**src/rtl/multibyte_carry_sequencer.sv**
```systemverilog
// Byte-serial wide adder: one 8-bit ripple-carry slice per cycle, carry registered between bytes.
// Define SIGNED_OVF_EN to build the registered signed-overflow output `ovf`.
module multibyte_carry_sequencer #(
    parameter int NBYTES = 4
) (
    input  logic                clk,
    input  logic                rst,
    input  logic                in_valid,
    output logic                in_ready,
    input  logic [8*NBYTES-1:0] a,
    input  logic [8*NBYTES-1:0] b,
    input  logic                cin,
    output logic                out_valid,
    input  logic                out_ready,
    output logic [8*NBYTES-1:0] sum,
    output logic                cout
`ifdef SIGNED_OVF_EN
    ,
    output logic                ovf
`endif
);

    localparam int IDX_W = (NBYTES > 2) ? $clog2(NBYTES) : 1;
    localparam logic [IDX_W-1:0] LAST_IDX = IDX_W'(NBYTES - 1);

    localparam logic [1:0] IDLE = 2'd0;
    localparam logic [1:0] ADD  = 2'd1;
    localparam logic [1:0] DONE = 2'd2;

    // Team 8-bit ripple-carry slice: returns {carry_out, sum}.
    function automatic logic [8:0] add8_ripple(input logic [7:0] x,
                                               input logic [7:0] y,
                                               input logic       ci);
        logic [7:0] s;
        logic       c;
        s = '0;
        c = ci;
        for (int i = 0; i < 8; i++) begin
            s[i] = x[i] ^ y[i] ^ c;
            c    = (x[i] & y[i]) | (c & (x[i] ^ y[i]));
        end
        return {c, s};
    endfunction

    logic [1:0]                 state_q, state_d;
    logic [IDX_W-1:0]           idx_q, idx_d;
    logic                       carry_q, carry_d;
    logic [NBYTES-1:0][7:0]     a_q, b_q;
    logic [NBYTES-1:0][7:0]     sum_q;
    logic                       cout_q, cout_d;
    logic [7:0]                 a_byte, b_byte;
    logic [8:0]                 slice;
    logic                       accept;
    logic                       last_step;
`ifdef SIGNED_OVF_EN
    logic                       ovf_q, ovf_d;
`endif

    assign in_ready  = (state_q == IDLE) && !rst;
    assign accept    = in_valid && in_ready;
    assign out_valid = (state_q == DONE);
    assign sum       = sum_q;
    assign cout      = cout_q;
`ifdef SIGNED_OVF_EN
    assign ovf       = ovf_q;
`endif

    assign a_byte    = a_q[idx_q];
    assign b_byte    = b_q[idx_q];
    assign slice     = add8_ripple(a_byte, b_byte, carry_q);
    assign last_step = (state_q == ADD) && (idx_q == LAST_IDX);

    always_comb begin
        state_d = state_q;
        idx_d   = idx_q;
        carry_d = carry_q;
        cout_d  = cout_q;
`ifdef SIGNED_OVF_EN
        ovf_d   = ovf_q;
`endif
        case (state_q)
            IDLE: begin
                if (accept) begin
                    state_d = ADD;
                    idx_d   = '0;
                    carry_d = cin;
                end
            end
            ADD: begin
                carry_d = slice[8];
                idx_d   = idx_q + IDX_W'(1);
                if (last_step) begin
                    // Top byte: publish carry and overflow together, park idx at 0.
                    cout_d  = slice[8];
`ifdef SIGNED_OVF_EN
                    ovf_d   = (a_byte[7] == b_byte[7]) && (slice[7] != a_byte[7]);
`endif
                    idx_d   = '0;
                    state_d = DONE;
                end
            end
            DONE: begin
                if (out_ready) begin
                    state_d = IDLE;
                end
            end
            default: begin
                state_d = IDLE;
            end
        endcase
    end

    always_ff @(posedge clk or posedge rst) begin
        if (rst) begin
            state_q <= IDLE;
            idx_q   <= '0;
            carry_q <= 1'b0;
            cout_q  <= 1'b0;
`ifdef SIGNED_OVF_EN
            ovf_q   <= 1'b0;
`endif
        end else begin
            state_q <= state_d;
            idx_q   <= idx_d;
            carry_q <= carry_d;
            cout_q  <= cout_d;
`ifdef SIGNED_OVF_EN
            ovf_q   <= ovf_d;
`endif
        end
    end

    // Result bytes are overwritten one at a time; untouched bytes keep stale data.
    always_ff @(posedge clk or posedge rst) begin
        if (rst) begin
            sum_q <= '0;
        end else if (state_q == ADD) begin
            sum_q[idx_q] <= slice[7:0];
        end
    end

    always_ff @(posedge clk) begin
        if (accept) begin
            a_q <= a;
            b_q <= b;
        end
    end

endmodule

```
**config.mk**
```make
export PLATFORM = sky130hd
export DESIGN_NAME = multibyte_carry_sequencer
export DESIGN_NICKNAME = d
export VERILOG_FILES = /design/src/rtl/multibyte_carry_sequencer.sv
export SDC_FILE = /design/constraint.sdc
export NUM_CORES = 1
export LEC_CHECK = 0
export ABC_CLOCK_PERIOD_IN_PS = 11700
export CAP_MARGIN = 30
export CELL_PAD_IN_SITES_DETAIL_PLACEMENT = 1
export CELL_PAD_IN_SITES_GLOBAL_PLACEMENT = 2
export CORE_MARGIN = 1
export CORE_UTILIZATION = 38
export CTS_CLUSTER_SIZE = 14
export DETAILED_ROUTE_END_ITERATION = 6
export PLACE_DENSITY_LB_ADDON = 0.1
export SYNTH_ARGS = -nofsm -noshare
export SYNTH_HDL_FRONTEND = slang
export SYNTH_SLANG_ARGS = --single-unit
```
**constraint.sdc**
```tcl
create_clock -name clk -period 11.7 [get_ports clk]
set_input_delay 2.34 -clock clk [delete_from_list [all_inputs] [get_ports clk]]
set_output_delay 2.34 -clock clk [all_outputs]
set_load 0.1 [all_outputs]
```
-- Word-level counts from Yosys, hierarchy flattened
Index checks and enable logic that the tools add are counted.
W data, S select, Z words.
- $add $sub $neg: 1
- magnitude comparators: 2
- equal/unequal tests: 6
- muxes and demuxes: 16
- bitwise gates (word level): 40
- reductions and logical operators: 10
- operators by type and width (kind ; count):
    $bmux W8 S2 ; 2
    $bwmux W32 ; 1
    $mux W8 ; 3
    $and A1 B1 Y1 ; 16
    $demux W8 S2 ; 1
    $xor A1 B1 Y1 ; 16
    $mux W2 ; 5
    $or A1 B1 Y1 ; 8
    $pmux W2 S3 ; 1
    $eq A2 B2 Y1 const B ; 2
    $logic_and A1 B1 Y1 ; 4
    $ne A2 B2 Y1 const B ; 2
    $pmux W2 S2 ; 1
    $reduce_and A2 Y1 ; 2
    $lt A2 B3 Y1 const B ; 1
    $reduce_and A3 Y1 ; 1
    $add A2 B1 Y2 const B ; 1
    $eq A2 B1 Y1 const B ; 1
    $ge A2 B1 Y1 const B ; 1
    $logic_not A2 Y1 ; 1
    $ne A2 B1 Y1 const B ; 1
    $pmux W1 S2 ; 1
    $reduce_bool A2 Y1 ; 1
    $logic_not A1 Y1 ; 1
    $mux W1 ; 1
- flip-flop bits (word level): 102
- bits of input ports: 69
- output and inout bits: 35
- word-level logic and storage cells: 91

-- Depth between registers and ports, before layout
Gate-level depths: netlist of run 1.
- word-level depth: 20
- mapped depth: 15
- mapped depth without buffers: 14

-- Least setup slack after synthesis of run 1
OpenSTA, ideal clock, no wires.
- kind: in2reg
- from: in rst
- to: reg a_q[0] (netlist name), enable pin
- library setup time: 0.565 ns
- arrival time: 6.871 ns
- data required time: 11.135 ns
- slack: 4.264 ns
- stages: 2
- buffers on the path: 0
- path through: nand2b_1 nor3_1
- cells in the longest elaborated chain, start to end: 3
- ends and longest elaborated chain (element ; RTL line ; RTL):
    start, declared ; 7 ; input logic rst,
    $logic_not A1 Y1 (no line) ; - ;
    $logic_and A1 B1 Y1 ; 59 ; assign in_ready = (state_q == IDLE) && !rst;
    $logic_and A1 B1 Y1 ; 60 ; assign accept = in_valid && in_ready;
    net accept ; 53 ; logic accept;
    end signal, assigned ; 144 ; a_q <= a;
    end, declared ; 48 ; logic [NBYTES-1:0][7:0] a_q, b_q;
The timed path passes the listed nets, and every way through them passes these cells.
A chain may end at the register's enable or synchronous reset.

-- Worst setup path in the final report of run 1
- from: in rst
- to: out in_ready
- cells in the longest elaborated chain, start to end: 2
- ends and longest elaborated chain (element ; RTL line ; RTL):
    $logic_not A1 Y1 (no line) ; - ;
    $logic_and A1 B1 Y1 ; 59 ;
    end, declared ; 9 ; output logic in_ready,
Every way passes these cells.

==> metrics.md, run 1 <==
| Metric | Value |
|---|---|
| Cts bufs inserted | 9 |
| Final HPWL DP | around 5.6 mm |
| Leading register cell type out of synthesis | edfxtp_1 |
| Final Hold Vio Count | 0 |
| Placement Rows | 37 |
| Sum of routed wire length over all layers | about 7.7 mm |
| Number of antenna violations at the first check in global routing | 0 |
| Highest-delay cell along the critical path | clkdlybuf4s50_1 |
| IO buf count | between 100 and 150 |
| Number of placed I/O pins | approximately 100 |
| Number of antenna cells inserted | 0 |
| Critical path data arrival time | 4110 ps |
| First DRT Iteration DRCs | 52 |
| Proportion of netlist area held by the largest area contributor | between 40% and 50% |
| Result of the run | completed |
| Hold_buf cts | 0 |
| Post-CTS setup buffer count | 0 |
| Cell type with the largest total area after synthesis | edfxtp_1 |
| Placer congestion estimate | 0.710 |
| Root buffer selected by CTS | clkbuf_8 |
| Final setup violation count | 0 |
| Number of vias per cell after detailed routing | ~4.7 |
| CTS tree | built |
| Critical path peak fanout | 3 |
| Synthesized area per cell | 19.5 µm² |
| Die Wd | around 110 µm |
| Most common cell on crit path | clkdlybuf4s50_1 |
| Family with the most delay on the worst path | buffers and inverters |
| Sequential share of the synthesized area | 69.9% |
| Clk buf depth | 2 |
| Die Footprint | ~0.011 mm² |
| Total overflow reported by the global router | 0 |
| Max-slew headroom | around 33% |
| Worst Setup End Kind | output pin |
| Buffers and inverters on the worst path | 2 |
| Global-route wire length before repair | about 12 mm |
| Maximum level of the CTS H-tree | 3 |
| Unique cell type count in the Yosys netlist | 24 |
| Clock transition time at the flip-flop clock pins of the worst setup and hold paths | roughly 90 ps |
| Via Count | ~2200 |
| Path type of the worst min-delay path | register to register |
| Critical Path Start Type | input pin |
| Number of instances in the synthesized netlist | between 200 and 250 |
| Timing-limited maximum frequency | roughly 160 MHz |
| Number of nets in the synthesized netlist | just under 300 |
| Largest net degree at the start of global routing | 65 |
| Most frequent cell after synthesis | edfxtp_1 |
| WL per Instance | between 15 and 20 µm |
| DRC Markers | 0 |
| DRT antenna net count | 0 |
| Post-Route Skew | 7.21 ps |
| Layout overhead on the synthesized area | 33.1% |
| Drt pass-1 iters | 4 |
| Worst skew pair latency | ~360 ps |
| Setup total negative slack | 0 ps |
| Netlist Area Pre-Place | between 0.004 and 0.005 mm² |
| Critical path required time | between 9000 and 10000 ps |
| Overall fraction of global-route tracks in use | approximately 15% |
| Period utilisation layout | between 50% and 60% |
| Via count of the first global-routing pass | approximately 2400 |
| Number of max-slew violations in the final report | 0 |
| Unrepaired setup endpoints after global routing | no |
| Post-synthesis register bit count | 102 |
| Sinks on the clock net | slightly above 100 |
| Final nets | approximately 400 |
| Number of gates resized after CTS | 0 |
| Starting Density | approximately two fifths |
| Number of max-capacitance violations reported | 0 |
| Start-to-end type of the worst setup path | input pin to output pin |
| Largest incremental delay on the critical path | ~1200 ps |
| Number of flops mapped to enable cells by yosys | between 60 and 70 |
| Share of synthesized flip-flops with an asynchronous set or reset | a little under two fifths |
| Vert. Die Dim | approximately 110 µm |
| Standard cell core area | ~0.010 mm² |
| Ratio of cells with drive above 1 in the final layout | 17.5% |
| Most frequent cells after synthesis | 64 x edfxtp_1, 38 x dfrtp_1, 26 x mux2_2 |
| Cell types occupying the most area after synthesis | edfxtp_1 47%, dfrtp_1 23%, mux2_2 7.1% |
| Worst Tran Pin Value | approximately 1000 ps |
| Warnings from Yosys | 0 |
| Minimum period implied by the final worst setup slack | between 6000 and 7000 ps |
| Worst path cell trace | clkdlybuf4s50_1, nor3_1, clkdlybuf4s50_1 |
==> final timing paths <==
kind / start / endpoint / cells after the start / slack, ps
hold / removal: sum[31] / sum[31] / 2 / 490
hold reg to reg: sum[31] / sum[31] / 2 / 490
setup reg to reg: idx_q[0] / sum[23] / 14 / 6690
min in group asynchronous: rst / idx_q[1] / 3 / 2450
setup / recovery: rst / in_ready / 3 / 5250
max in group asynchronous: rst / sum[2] / 3 / 8910
==> sequential cells by signal, summed over array words and instances, names as in the netlist <==
name / flops
a_q: 32
b_q: 32
carry_q: 1
cout: 1
idx_q: 2
state_q: 2
sum: 32
==> cell usage in the layout (no fill, tap or decap) <==
master	Yosys	layout
mux4_1	9	9
clkbuf_1	0	1
clkinvlp_4	0	1
o21ai_0	10	10
mux2_2	26	26
a22o_2	1	1
nor3_2	0	1
nor3_1	2	1
nand2_1	10	10
a21oi_1	1	1
ha_1	4	4
buf_4	1	3
clkdlybuf4s50_1	0	103
edfxtp_1	64	64
nand3b_2	1	1
a22o_1	2	2
inv_1	12	12
clkbuf_4	0	1
fa_1	8	8
bufinv_16	0	1
clkbuf_8	0	10
mux4_2	7	7
clkinv_2	0	2
nor2_1	3	3
dfrtp_1	38	38
a21o_1	1	1
nand2b_1	1	1
nor2b_1	1	1
nand3b_4	3	3
==> cell type report <==
cell class	count	area, µm²
flip-flops and latches	102	2870
multi-input cells	90	1130
inverters	12	45.0
clock buffers	12	149
clock inverters	4	47.5
fillers	998	4940
repair buffers	106	1050
well taps	136	170
==> per-stage QoR <==
| stage | hold slack (ps) | utilization [%] | instance area [µm²] | setup slack (ps) | std cells |
|---|---|---|---|---|---|
| after CTS | 494 | 52.5 | 5470 | 5240 | 462 |
| after detailed placement | 471 | 50.7 | 5280 | 5230 | 446 |
| after floorplan | 598 | - | 4110 | 4260 | 211 |
| after global placement | 462 | 50.7 | 5280 | 5300 | 446 |
| after global routing | 523 | 52.5 | 5470 | 5200 | 462 |
| final | 485 | 52.5 | 5470 | 5250 | 462 |
==> layer usage <==
metal / track usage (%) / vias to the layer above / part of all wire [%]
li1: - / 1021 / -
met1: 19.9 / 1085 / 45
met2: 24.0 / 68 / 50
met3: 3.13 / 9 / 4.1
met4: 7.14 / 0 / 1.6
met5: 0 / - / 0
==> cells by family after synthesis <==
| family | after synthesis | synth area share, % |
|---|---|---|
| AOI/OAI and AO/OA | 15 | 2.19 |
| adders and majority gates | 12 | 5.11 |
| buffers and inverters | 19 | 2.68 |
| DFF | 102 | 69.9 |
| muxes | 42 | 16.7 |
| and+or+nand+nor | 21 | 3.47 |
==> worst reg2reg max path: cells and delay by family, from the launching register on <==
family / cells / cell delay (ps)
adder cells (fa/ha/maj): 8 / 3020
multiplexers: 1 / 590
buffers and inverters: 4 / 580
flip-flops: 1 / 550
AO/OA/AOI/OAI: 1 / 200
Power of run 1 is not shown: default switching activity piles up to over one toggle a cycle in this logic, so the estimate is an artifact.
==> run 2, diff against run 1 <==
--- a/config.mk
+++ b/config.mk
@@ -5,12 +5,12 @@
 export SDC_FILE = /design/constraint.sdc
 export NUM_CORES = 1
 export LEC_CHECK = 0
-export ABC_CLOCK_PERIOD_IN_PS = 11700
+export ABC_CLOCK_PERIOD_IN_PS = 5210
 export CAP_MARGIN = 30
 export CELL_PAD_IN_SITES_DETAIL_PLACEMENT = 1
 export CELL_PAD_IN_SITES_GLOBAL_PLACEMENT = 2
 export CORE_MARGIN = 1
-export CORE_UTILIZATION = 38
+export CORE_UTILIZATION = 32
 export CTS_CLUSTER_SIZE = 14
 export DETAILED_ROUTE_END_ITERATION = 6
 export PLACE_DENSITY_LB_ADDON = 0.1
==> constraint.sdc (replaced) <==
create_clock -name clk -period 5.21 [get_ports clk]
set_input_delay 1.042 -clock clk [delete_from_list [all_inputs] [get_ports clk]]
set_output_delay 1.042 -clock clk [all_outputs]
set_load 0.1 [all_outputs]
==> run 2 against run 1 <==
Clock-buffer cell count increased by 2. Sequential share of layout area decreased by 1.5 points. Non-clock buffer count increased by 2. Hold slack improved by 1.9 ps. Utilization decreased by 7.7 points. Critical endpoint is now sum[7].
==> metrics.md, run 2 (synthesis gave the netlist of run 1 again) <==
| Metric | Value |
|---|---|
| Critical path destination | sum[7] |
| Cts bufs inserted | 9 |
| Number of vias per cell after detailed routing | around 4.4 |
| Clk buf depth | 2 |
| Start-to-end type of the worst setup path | register to register |
| Die Footprint | ~0.013 mm² |
| Placement Setup Slack | between 400 and 500 ps |
| Vert. Die Dim | roughly 120 µm |
| Sinks on the clock net | 102 |
| Total overflow reported by the global router | 0 |
| Unrepaired setup endpoints after global routing | no |
| Die Wd | 115 µm |
| Most common library cell in the layout ignoring fill and taps | clkdlybuf4s50_1 |
| DRT antenna net count | 0 |
| Capture point of the worst reg-to-reg path | sum[7] |
| Final setup violation count | 0 |
| Root buffer selected by CTS | clkbuf_16 |
| CP startpoint | idx_q[0] |
| First DRT Iteration DRCs | between 80 and 90 |
| Minimum period implied by the final worst setup slack | about 4700 ps |
| Worst Tran Pin Value | 994 ps |
| Critical path required time | 5460 ps |
| Drt pass-1 iters | 4 |
| Post-CTS setup buffer count | 0 |
| Worst path cell trace | buf_4, mux4_1, fa_1, fa_1, fa_1, fa_1, fa_1, fa_1, inv_1, fa_1, o21ai_0 |
| Layout overhead on the synthesized area | 37.0% |
| Max-slew headroom | around 34% |
| Critical path data arrival time | between 4000 and 5000 ps |
| Number of antenna cells inserted | 0 |
| Register-to-Register Setup Slack | 500 ps |
| FF-to-FF Start | idx_q[0] |
| Via count of the first global-routing pass | roughly 2400 |
| Setup total negative slack | 0 ps |
| CTS tree | built |
| Global-route wire length before repair | ~13 mm |
| Clock transition time at the flip-flop clock pins of the worst setup and hold paths | ~60 ps |
| Overall fraction of global-route tracks in use | between 10 and 15% |
| Standard cell core area | 0.0126 mm² |
| Number of max-capacitance violations reported | 0 |
| Final HPWL DP | approximately 6.3 mm |
| Period utilisation layout | a little over 90% |
| Placer congestion estimate | around 0.72 |
| Hold_buf cts | 0 |
| Highest-delay cell along the critical path | mux4_1 |
| Ratio of cells with drive above 1 in the final layout | about 17% |
| Number of placed I/O pins | 104 |
| WL per Instance | ~17 µm |
| Final nets | a little over 400 |
| Most frequent cells in the layout | 103 x clkdlybuf4s50_1, 64 x edfxtp_1, 38 x dfrtp_1 |
| Maximum level of the CTS H-tree | 3 |
| Final-layout fill cell count | 1241 |
| Placement Rows | just over 40 |
| Starting Density | between 30% and 40% |
| Worst Setup End Kind | register |
| Number of antenna violations at the first check in global routing | 0 |
| Final WS setup | between 400 and 500 ps |
| Largest incremental delay on the critical path | 600 ps |
| Path type of the worst min-delay path | register to register |
| Number of max-slew violations in the final report | 0 |
| IO buf count | 103 |
| Largest net degree at the start of global routing | 65 |
| Post-Route Skew | around 6.0 ps |
| Worst skew pair latency | 340 ps |
| Timing-limited maximum frequency | 212 MHz |
| Number of gates resized after CTS | 0 |
| Logic depth of the worst register-to-register path | 11 |
| Critical path peak fanout | 8 |
| Critical Path Start Type | register |
| Sum of routed wire length over all layers | between 8 and 9 mm |
| Most common cell on crit path | fa_1 |
| DRC Markers | 0 |
| Result of the run | completed |
| Final Hold Vio Count | 0 |
| Via Count | 2212 |
==> run 2: cell count changes in the layout (fill, tap and decap cells not counted), sizes merged <==
cell    change
buf         +2
clkbuf      +2
bufinv      -1
clkinv      -1
==> run 2: area by class of cell <==
class / count / area, µm² / area share, %
sequential: 102 / 2870 / 51.0
multi-input combinational: 90 / 1140 / 20.3
clock buffer: 14 / 275 / 4.89
timing repair buffer: 108 / 1070 / 19.0
clock inverter: 2 / 16.3 / 0.289
inverter: 12 / 45.0 / 0.799
tap: 172 / 215 / 3.82
==> run 2: metal layers <==
metal | wire (µm) | GRT usage (%) | vias to the layer above
li1 | - | - | 1025
met1 | 4040 | 18.5 | 1104
met2 | 3890 | 21.6 | 73
met3 | 384 | 2.64 | 10
met4 | 153 | 7.01 | 0
met5 | 0 | 0 | -
==> run 2: worst min path at each step <==
stage               start          to  slack (ps)  depth (start not counted)
2_1_floorplan  state_q[1]  state_q[0]         610                          2
3_3_place_gp      sum[21]     sum[21]         490                          1
3_5_place_dp      sum[31]     sum[31]         480                          2
4_1_cts           sum[31]     sum[31]         490                          2
5_1_grt            sum[6]      sum[6]         520                          1
6_report          sum[31]     sum[31]         490                          2
==> run 2: per-stage QoR <==
step           utilization, %  std cells  hold WS, ps  cell area [µm²]
2_1_floorplan               -        211          607             4120
3_3_place_gp             42.5        484          487             5340
3_5_place_dp             42.5        484          477             5340
4_1_cts                  44.8        500          492             5630
5_1_grt                  44.8        500          524             5630
6_report                 44.8        500          487             5630
==> run 2: critical path, delay by kind of cell, from the launching register on <==
family / cells / cell delay [ps]
adders and majority gates: 7 / 2880
muxes: 1 / 600
AOI/OAI and AO/OA: 1 / 200
DFF: 1 / 590
buffers and inverters: 2 / 350
Power of run 2 is left out for the same reason.
